--- src/rtl/mem_subcycle_sequencer_pkg.sv ---
// rtl/mem_subcycle_sequencer_pkg.sv - shared types, constants and helpers for the memory subcycle sequencer
package mem_subcycle_sequencer_pkg;

   localparam int THREADS_PER_CORE = 4;
   localparam int NUM_LANES        = 16;

   typedef logic [$clog2(THREADS_PER_CORE)-1:0] thread_idx_t;
   typedef logic [$clog2(NUM_LANES)-1:0]        subcycle_t;

   // OR-reduction of set bit positions; exact for one-hot or all-zero inputs.
   function automatic logic [4:0] oh_to_idx(input logic [31:0] oh);
      logic [4:0] idx;
      idx = '0;
      for (int i = 0; i < 32; i++) begin
         if (oh[i]) idx = idx | 5'(i);
      end
      return idx;
   endfunction

endpackage

--- src/rtl/mem_subcycle_sequencer_rr_arbiter.sv ---
// rtl/mem_subcycle_sequencer_rr_arbiter.sv - round-robin arbiter with internal rotating priority pointer
module mem_subcycle_sequencer_rr_arbiter #(
   parameter int NUM_REQUESTERS = 4
) (
   input  logic                      clk,
   input  logic                      reset,
   input  logic [NUM_REQUESTERS-1:0] i_request,
   input  logic                      i_update,
   output logic [NUM_REQUESTERS-1:0] o_grant
);

   localparam int IW = $clog2(NUM_REQUESTERS);

   // r_ptr is the first requester searched; it moves to just past each winner.
   logic [IW-1:0] r_ptr;
   logic [IW-1:0] w_cand;
   logic [IW-1:0] w_idx;
   logic          w_found;

   always_comb begin
      o_grant = '0;
      w_found = 1'b0;
      w_idx   = r_ptr;
      w_cand  = r_ptr;
      for (int k = 0; k < NUM_REQUESTERS; k++) begin
         w_cand = r_ptr + IW'(k);
         if (!w_found && i_request[w_cand]) begin
            w_found = 1'b1;
            w_idx   = w_cand;
         end
      end
      if (w_found) o_grant[w_idx] = 1'b1;
   end

   always_ff @(posedge clk or negedge reset) begin
      if (!reset) begin
         r_ptr <= '0;
      end else if (i_update && w_found) begin
         r_ptr <= w_idx + 1'b1;
      end
   end

endmodule

--- src/rtl/mem_subcycle_sequencer.sv ---
// rtl/mem_subcycle_sequencer.sv - thread arbiter and scatter/gather subcycle sequencer ahead of operand fetch
// Optional lane skipping over masked-off subcycles: MEM_SUBCYCLE_MASK_SKIP_EN.
module mem_subcycle_sequencer #(
   parameter int NUM_THREADS = mem_subcycle_sequencer_pkg::THREADS_PER_CORE,
   parameter int NUM_LANES   = mem_subcycle_sequencer_pkg::NUM_LANES
) (
   input  logic                             clk,
   input  logic                             reset,
   input  logic [NUM_THREADS-1:0]           ts_request,
   input  logic [NUM_THREADS-1:0]           ts_is_scgath,
   input  logic [NUM_THREADS*NUM_LANES-1:0] ts_mask,
   input  logic [NUM_THREADS-1:0]           dd_thread_blocked,
   input  logic                             wb_rollback_en,
   input  logic [$clog2(NUM_THREADS)-1:0]   wb_rollback_thread_idx,
   input  logic [$clog2(NUM_LANES)-1:0]     wb_rollback_subcycle,
   output logic                             ms_issue_valid,
   output logic [$clog2(NUM_THREADS)-1:0]   ms_issue_thread_idx,
   output logic [$clog2(NUM_LANES)-1:0]     ms_issue_subcycle,
   output logic                             ms_issue_last,
   output logic [NUM_THREADS-1:0]           ms_thread_ack
);

   import mem_subcycle_sequencer_pkg::*;

   localparam int TW = $clog2(NUM_THREADS);
   localparam int SW = $clog2(NUM_LANES);

   logic [SW-1:0]          r_count [NUM_THREADS];
   logic [NUM_THREADS-1:0] w_elig;
   logic [NUM_THREADS-1:0] w_grant;
   logic [TW-1:0]          w_gidx;
   logic                   w_valid;
   logic [SW-1:0]          w_cnt;
   logic                   w_scgath;
   logic [NUM_LANES-1:0]   w_mask;
   logic [SW-1:0]          w_sg_sub;
   logic [SW-1:0]          w_sg_next;
   logic                   w_sg_last;
   logic [SW-1:0]          w_sub;
   logic                   w_last;

   // A thread being rolled back this cycle must not issue from a stale counter.
   always_comb begin
      w_elig = '0;
      for (int t = 0; t < NUM_THREADS; t++) begin
         w_elig[t] = ts_request[t] & ~dd_thread_blocked[t]
                   & ~(wb_rollback_en && (wb_rollback_thread_idx == TW'(t)));
      end
   end

   mem_subcycle_sequencer_rr_arbiter #(
      .NUM_REQUESTERS(NUM_THREADS)
   ) u_arbiter (
      .clk      (clk),
      .reset    (reset),
      .i_request(w_elig),
      .i_update (|w_elig),
      .o_grant  (w_grant)
   );

   assign w_valid  = |w_grant;
   assign w_gidx   = TW'(oh_to_idx(32'(w_grant)));
   assign w_cnt    = r_count[w_gidx];
   assign w_scgath = ts_is_scgath[w_gidx];
   assign w_mask   = ts_mask[w_gidx*NUM_LANES +: NUM_LANES];

`ifdef MEM_SUBCYCLE_MASK_SKIP_EN
   logic [SW-1:0] w_first;
   logic [SW-1:0] w_after;
   logic          w_has_first;
   logic          w_has_after;

   // Subcycle s maps to mask bit NUM_LANES-1-s; descending scans leave the lowest hit.
   always_comb begin
      w_first     = w_cnt;
      w_has_first = 1'b0;
      for (int s = NUM_LANES - 1; s >= 0; s--) begin
         if (SW'(s) >= w_cnt && w_mask[NUM_LANES-1-s]) begin
            w_first     = SW'(s);
            w_has_first = 1'b1;
         end
      end
      w_after     = '0;
      w_has_after = 1'b0;
      for (int s = NUM_LANES - 1; s >= 0; s--) begin
         if (SW'(s) > w_first && w_mask[NUM_LANES-1-s]) begin
            w_after     = SW'(s);
            w_has_after = 1'b1;
         end
      end
      w_sg_sub  = w_first;
      w_sg_last = !w_has_first || !w_has_after;
      w_sg_next = w_sg_last ? '0 : w_after;
   end
`else
   logic w_mask_unused;
   assign w_mask_unused = ^w_mask;

   always_comb begin
      w_sg_sub  = w_cnt;
      w_sg_last = (w_cnt == SW'(NUM_LANES - 1));
      w_sg_next = w_sg_last ? '0 : w_cnt + 1'b1;
   end
`endif

   assign w_sub  = w_scgath ? w_sg_sub : '0;
   assign w_last = w_scgath ? w_sg_last : 1'b1;

   always_ff @(posedge clk or negedge reset) begin
      if (!reset) begin
         ms_issue_valid      <= 1'b0;
         ms_issue_thread_idx <= '0;
         ms_issue_subcycle   <= '0;
         ms_issue_last       <= 1'b0;
         ms_thread_ack       <= '0;
         for (int t = 0; t < NUM_THREADS; t++) r_count[t] <= '0;
      end else begin
         ms_issue_valid      <= w_valid;
         ms_issue_thread_idx <= w_valid ? w_gidx : '0;
         ms_issue_subcycle   <= w_valid ? w_sub : '0;
         ms_issue_last       <= w_valid & w_last;
         ms_thread_ack       <= (w_valid && w_last) ? w_grant : '0;
         for (int t = 0; t < NUM_THREADS; t++) begin
            if (wb_rollback_en && wb_rollback_thread_idx == TW'(t)) begin
               r_count[t] <= wb_rollback_subcycle;
            end else if (w_grant[t] && w_scgath) begin
               r_count[t] <= w_sg_next;
            end
         end
      end
   end

endmodule

--- config.mk ---
export PLATFORM = sky130hd
export DESIGN_NAME = mem_subcycle_sequencer
export DESIGN_NICKNAME = d
export VERILOG_FILES = /design/src/rtl/mem_subcycle_sequencer_pkg.sv /design/src/rtl/mem_subcycle_sequencer_rr_arbiter.sv /design/src/rtl/mem_subcycle_sequencer.sv
export SDC_FILE = /design/constraint.sdc
export NUM_CORES = 1
export LEC_CHECK = 0
export ABC_CLOCK_PERIOD_IN_PS = 5950
export CAP_MARGIN = 20
export CORE_MARGIN = 3
export CORE_UTILIZATION = 47
export DETAILED_ROUTE_END_ITERATION = 12
export DONT_BUFFER_PORTS = 1
export PLACE_DENSITY = 0.61
export SYNTH_ARGS = -nofsm -noshare
export SYNTH_HDL_FRONTEND = slang
export SYNTH_HIERARCHICAL = 1
export SYNTH_SLANG_ARGS = --single-unit
--- constraint.sdc ---
create_clock -name clk -period 5.95 [get_ports clk]
set_clock_uncertainty 0.1 [all_clocks]
set_input_delay 0.8925 -clock clk [delete_from_list [all_inputs] [get_ports clk]]
set_output_delay 0.8925 -clock clk [all_outputs]
set_load 0.01 [all_outputs]
Yosys cells after proc, flatten, opt, wreduce, memory -nomap -nowiden:

Cells that the tools add are included.

* eq/ne operators: 4
* multiplexer cells: 40
* $lt $le $gt $ge: 8
* bitwise logic cells: 18
* add/sub/neg operators: 5
* reductions and logical operators: 24

Operator list (count)
* 2-to-1 mux 4 bit: 15
* < comparator 2 x 3 -> 1 bit, second input constant: 6
* logical AND 1 bit: 14
* 2-to-1 mux 1 bit: 12
* 2-to-1 mux 2 bit: 6
* binary-select mux 1 bit (select 2 bit): 5
* AND 1 bit: 9
* binary-select mux 4 bit (select 2 bit): 1
* inverter 1 bit: 8
* nonzero test 2 bit: 4
* OR reduction 4 bit: 2
* adder 2 x 1 -> 2 bit, second input constant: 2
* adder 2 bit, second input constant: 2
* adder 4 x 1 -> 4 bit, second input constant: 1
* == test 2 bit, second input constant: 2
* == test 4 bit, second input constant: 1
* >= comparator 3 bit, second input constant: 1
* logical NOT 1 bit: 3
* inverter 2 -> 3 bit: 1
* demux 1 bit (select 2 bit): 1
* == test 2 x 1 -> 1 bit, second input constant: 1
* >= comparator 2 x 1 -> 1 bit, second input constant: 1
* logical NOT 2 bit: 1

* output and inout bits: 12
* input bits: 85
* flip-flop bits (word level): 30
* logic and storage cells: 109

Depth between registers and ports, before layout:

* depth in word-level cells: 32
* mapped depth: 20
* gate-level depth less buffers: 17

Modules after synthesis:

Netlist, hierarchy kept.

Modules (own cells, without submodules)
* mem_subcycle_sequencer: seq. area each 700.7 µm², area an instance 1536.5 µm², times used 1, cells each 155
* mem_subcycle_sequencer_rr_arbiter: seq. area each 50.0 µm², area an instance 329.1 µm², times used 1, cells each 35

Worst setup path after synthesis:

Ideal clock, no wire load.

* path type: input to register
* start: in wb_rollback_thread_idx[0]
* end: reg r_count[12] (netlist bit)
* arrival time: 4.226 ns
* path buffers: 2
* slack: 1.498 ns
* required time: 5.724 ns
* library setup time: 0.126 ns
* stages on the path: 17
* path through: and3_1 > clkbuf_1 > nor3b_1 > nor2b_1 > o21ai_2 > o211ai_1 > ha_1 > and2b_1 > or2_1 > buf_2 > nor2_1 > a221oi_2 > inv_1 > ha_1 > inv_1 > o31a_1 > a221o_1

* elaborated cells between the ends (all ways): 59
* those cells by class: add/sub (1); order compare (2); eq/ne (4); mux (29); bitwise (9); reduce/logical (14)

RTL lines
* start, declared: RTL line mem_subcycle_sequencer.sv:14 `input logic [$clog2(NUM_THREADS)-1:0] wb_rollback_thread_idx,`
* == test 2 bit (*): RTL line mem_subcycle_sequencer.sv:47 `& ~(wb_rollback_en && (wb_rollback_thread_idx == TW'(t)));`
* logical AND 1 bit (*): RTL line mem_subcycle_sequencer.sv:47
* inverter 1 bit (*): RTL line mem_subcycle_sequencer.sv:47
* AND 1 bit (*): RTL line mem_subcycle_sequencer.sv:47
* named net w_elig[3]: RTL line mem_subcycle_sequencer.sv:29 `logic [NUM_THREADS-1:0] w_elig;`
* binary-select mux 1 bit (select 2 bit): RTL line mem_subcycle_sequencer_rr_arbiter.sv:27 `if (!w_found && i_request[w_cand]) begin`
* 2-to-1 mux 1 bit (implied by the code): RTL line mem_subcycle_sequencer_rr_arbiter.sv:27
* 2-to-1 mux 1 bit: RTL line mem_subcycle_sequencer_rr_arbiter.sv:27
* [... 14 more ...]
* named net w_grant[2]: RTL line mem_subcycle_sequencer.sv:30 `logic [NUM_THREADS-1:0] w_grant;`
* 2-to-1 mux 2 bit (*) (2 in series): RTL line mem_subcycle_sequencer_pkg.sv:15 `if (oh[i]) idx = idx | 5'(i);`
* inverter 2 -> 3 bit (implied by the code): RTL line mem_subcycle_sequencer.sv:63 `assign w_cnt = r_count[w_gidx];`
* binary-select mux 4 bit (select 2 bit): RTL line mem_subcycle_sequencer.sv:63
* 2-to-1 mux 4 bit (implied by the code) (2 in series): RTL line mem_subcycle_sequencer.sv:63
* adder 4 x 1 -> 4 bit / == test 4 bit (equally long branches): RTL line mem_subcycle_sequencer.sv:102, mem_subcycle_sequencer.sv:101
* 2-to-1 mux 4 bit: RTL line mem_subcycle_sequencer.sv:102 `w_sg_next = w_sg_last ? '0 : w_cnt + 1'b1;`
* 2-to-1 mux 4 bit: RTL line mem_subcycle_sequencer.sv:126 `end else if (w_grant[t] && w_scgath) begin`
* 2-to-1 mux 4 bit: RTL line mem_subcycle_sequencer.sv:124 `if (wb_rollback_en && wb_rollback_thread_idx == TW'(t)) begin`
* end signal, assigned by index: RTL line mem_subcycle_sequencer.sv:125 `r_count[t] <= wb_rollback_subcycle;`
* end signal, assigned by index: RTL line mem_subcycle_sequencer.sv:127 `r_count[t] <= w_sg_next;`
* end, declared: RTL line mem_subcycle_sequencer.sv:28 `logic [SW-1:0] r_count [NUM_THREADS];`

The timed path passes the listed nets; every way through them passes the cells marked *. The select of a mux whose other input is x is not followed.
A chain may end at the register's enable or synchronous reset.

Final worst setup path:

* start: in wb_rollback_thread_idx[1]
* end: reg r_count[10] (netlist bit)

* longest elaborated chain between the ends: 32
* elaborated cells between the ends (all ways): 59
* those cells by class: add/sub (1); order compare (2); eq/ne (4); mux (29); bitwise (9); reduce/logical (14)

Ends and longest elaborated chain (RTL line)
* == test 2 bit (*): mem_subcycle_sequencer.sv:47
* logical AND 1 bit (*): mem_subcycle_sequencer.sv:47
* inverter 1 bit (*): mem_subcycle_sequencer.sv:47
* AND 1 bit (*): mem_subcycle_sequencer.sv:47
* named net w_elig[2]: mem_subcycle_sequencer.sv:29
* binary-select mux 1 bit (select 2 bit): mem_subcycle_sequencer_rr_arbiter.sv:27
* 2-to-1 mux 1 bit (implied by the code): mem_subcycle_sequencer_rr_arbiter.sv:27
* 2-to-1 mux 1 bit: mem_subcycle_sequencer_rr_arbiter.sv:27
* [... 14 more ...]
* named net w_grant[1]: mem_subcycle_sequencer.sv:30
* [... 1 more ...]
* 2-to-1 mux 2 bit (2 in series): mem_subcycle_sequencer_pkg.sv:15
* inverter 2 -> 3 bit (implied by the code): mem_subcycle_sequencer.sv:63
* binary-select mux 4 bit (select 2 bit): mem_subcycle_sequencer.sv:63
* 2-to-1 mux 4 bit (implied by the code) (2 in series): mem_subcycle_sequencer.sv:63
* adder 4 x 1 -> 4 bit / == test 4 bit (equally long branches): mem_subcycle_sequencer.sv:102, mem_subcycle_sequencer.sv:101
* 2-to-1 mux 4 bit: mem_subcycle_sequencer.sv:102
* 2-to-1 mux 4 bit: mem_subcycle_sequencer.sv:126
* 2-to-1 mux 4 bit: mem_subcycle_sequencer.sv:124

Marked as above.

==> qor.yml <==
ff2ff_setup_slack_ns: 2.30
peakVddDrop_mv: 0.182
ios: 97
grt_antenna_before_repair: 0
core-area_um2: 3740
max-cap-violations: 0
yosysTopAreaCell: "dfrtp_1"
drt_iter0_drc: 100
vias: 1457
avgSynthCellArea_um2: 9.82
min_period_ns: 4.41
yosysSeqAreaShare: 0.402
grt.overflow.total: 0
ctsResizeCount: 0
cts_tree: "built"
async_flop_share: 1.00
yosysWarnings: 6
synth-main-ff-cell: "dfrtp_1"
avgRoutedWirePerCell_um: 16.6
endpoint_kind: "flip-flop"
drive_above_1_share: 0.149
leakagePower_uw: 0.000904
finalHoldViolations: 0
routed_wirelength_um: 4010
die_h_um: 69
final_cell_mix: "30 x dfrtp_1, 15 x nand2_1, 15 x a21oi_1, 14 x nor2_1, 10 x mux2i_1"
worst_pin_slew_ns: 0.815
totalPowerFinal_uw: 976
synth_edf_count: 0
crit_type: "input pin to flip-flop"
arrival_ns: 4.48
cts_hold_buffers: 0
post-dp-hpwl_um: 3010
critPathMaxFanout: 16
finalWorstSetupSlack_ns: 1.54
pre_cts_ws_ns: 1.27
start_util: 0.498
maxSlewHeadroom: 0.455
synthesis.area_um2: 1870
vias_per_cell: 6.02
fin_nets: 283
post-route-drc-count: 0
cp-start-kind: "input pin"
htree_num_levels: 2
synth_top_area_share: 0.402
diodes: 0
synth_seq_cells: 30
syn_to_final_growth_pct: 7.24
cts_setup_buffers: 0
syn_nets: 280
grt_pass1_wl_um: 6560
synth_area_leaders: "dfrtp_1 40%, mux2i_1 5.4%, a21oi_1 4.0%"
die_area_um2: 4760
powerDensity_nw_per_um2: 488
gp_congestion: 0.801
final_common_cell: "dfrtp_1"
cts_buffer_depth: 2
ant_nets: 0
setup-tns-final_ns: 0
place_area_um2: 1890
rsz0062_at_grt: "no"
finalSetupViolCount: 0
drv_slew: 0
dr.pass1.iters: 5
synthCells: 190
track_usage: 0.172
design_area_um2: 2000
die_x_um: 69
cts-root-buf: "clkbuf_8"
yosysUniqueCellTypes: 51
hold_class: "input pin to asynchronous set/reset pin"
grt_pass1_vias: 1356
cts.sinks: 30
grt_max_degree: 31
status: "finished clean"
cts_buffers: 5
io_buffer_count: 0
max_freq_ghz: 0.227
num_rows: 22
cp.required_ns: 6.02
clk_pin_slew_worst_paths_ns: 0.06
fillers: 366
clk_latency_ns: 0.28
fin_crit_sh: 0.741
==> state kept, by name, summed over array words and instances, names as in the netlist <==
register,flops
ms_issue_last,1
ms_issue_subcycle,4
ms_issue_thread_idx,2
ms_issue_valid,1
ms_thread_ack,4
r_count,16
u_arbiter/r_ptr,2
==> power by group <==
group	internal, µW	switching (µW)
registers	292	66.5
clock network	117	76.3
logic	183	242
total	591	385
==> worst paths after layout <==
check                                           from           to  cells past startpoint
hold reg to reg                           r_count[3]   r_count[3]                      2
setup reg to reg                  u_arbiter/r_ptr[1]  r_count[10]                     14
max in group asynchronous                      reset   r_count[4]                      0
hold / removal                                 reset   r_count[1]                      0
min in group clk                          r_count[3]   r_count[3]                      2
setup / recovery           wb_rollback_thread_idx[1]  r_count[10]                     17
==> synth_stat cells, types with 4 or more instances <==
master,count
nand2_1,15
ha_1,5
mux2i_1,10
dfrtp_1,30
and2_1,6
o21ai_0,7
nor2b_1,5
nor2_1,14
and3_1,4
buf_6,4
inv_1,8
nor3b_1,7
a21oi_1,15
nand3_1,4
o31ai_1,4
==> cell type report <==
class                           count  area [µm²]  area share
Inverter                            8        30.0      0.0150
Clock buffer                        8         110      0.0550
Timing Repair Buffer                4        30.0      0.0150
Tap cell                           48        60.1      0.0300
Multi-Input combinational cell    144        1020       0.510
Sequential cell                    30         751       0.375
==> critical path, cell delays in order <==
cell and delay, ns:
nand2_1 0.04, nor2_1 0.35, nor3b_1 0.23, and2b_2 0.26
o21ai_2 0.15, o211a_1 0.21, ha_1 0.14, and2b_1 0.53
nor2_2 0.16, a22o_1 0.23, a221oi_2 0.38, inv_1 0.08
ha_1 0.22, inv_1 0.11, xnor2_1 0.22, o21ai_0 0.16
o21a_1 0.12
==> metal layers <==
metal,vias to the layer above,wire [µm],track usage
li1,696,-,-
met1,708,1870,0.231
met2,47,1820,0.262
met3,6,260,0.0554
met4,0,55,0.0586
met5,-,0,0
==> cells by family (layout without fill, tap and decap cells) <==
logic type | count (synthesis) | in the layout | synth area share
DFF | 30 | 30 | 0.402
adders and majority gates | 5 | 5 | 0.0335
muxes | 15 | 15 | 0.0858
and+or+nand+nor | 71 | 71 | 0.212
AOI/OAI and AO/OA | 52 | 52 | 0.211
buffers and inverters | 16 | 20 | 0.0510
xor gates and xnor gates | 1 | 1 | 0.00470
==> through the flow <==
step | hold slack, ns | instances | utilization
after detailed placement | 0.464 | 234 | 0.505
after CTS | 0.193 | 242 | 0.534
final | 0.203 | 242 | 0.534
after floorplan | 0.432 | 190 | -
after global routing | 0.184 | 242 | 0.534
after global placement | 0.455 | 234 | 0.505
No activity file was read; power rests on OpenSTA's default activity.
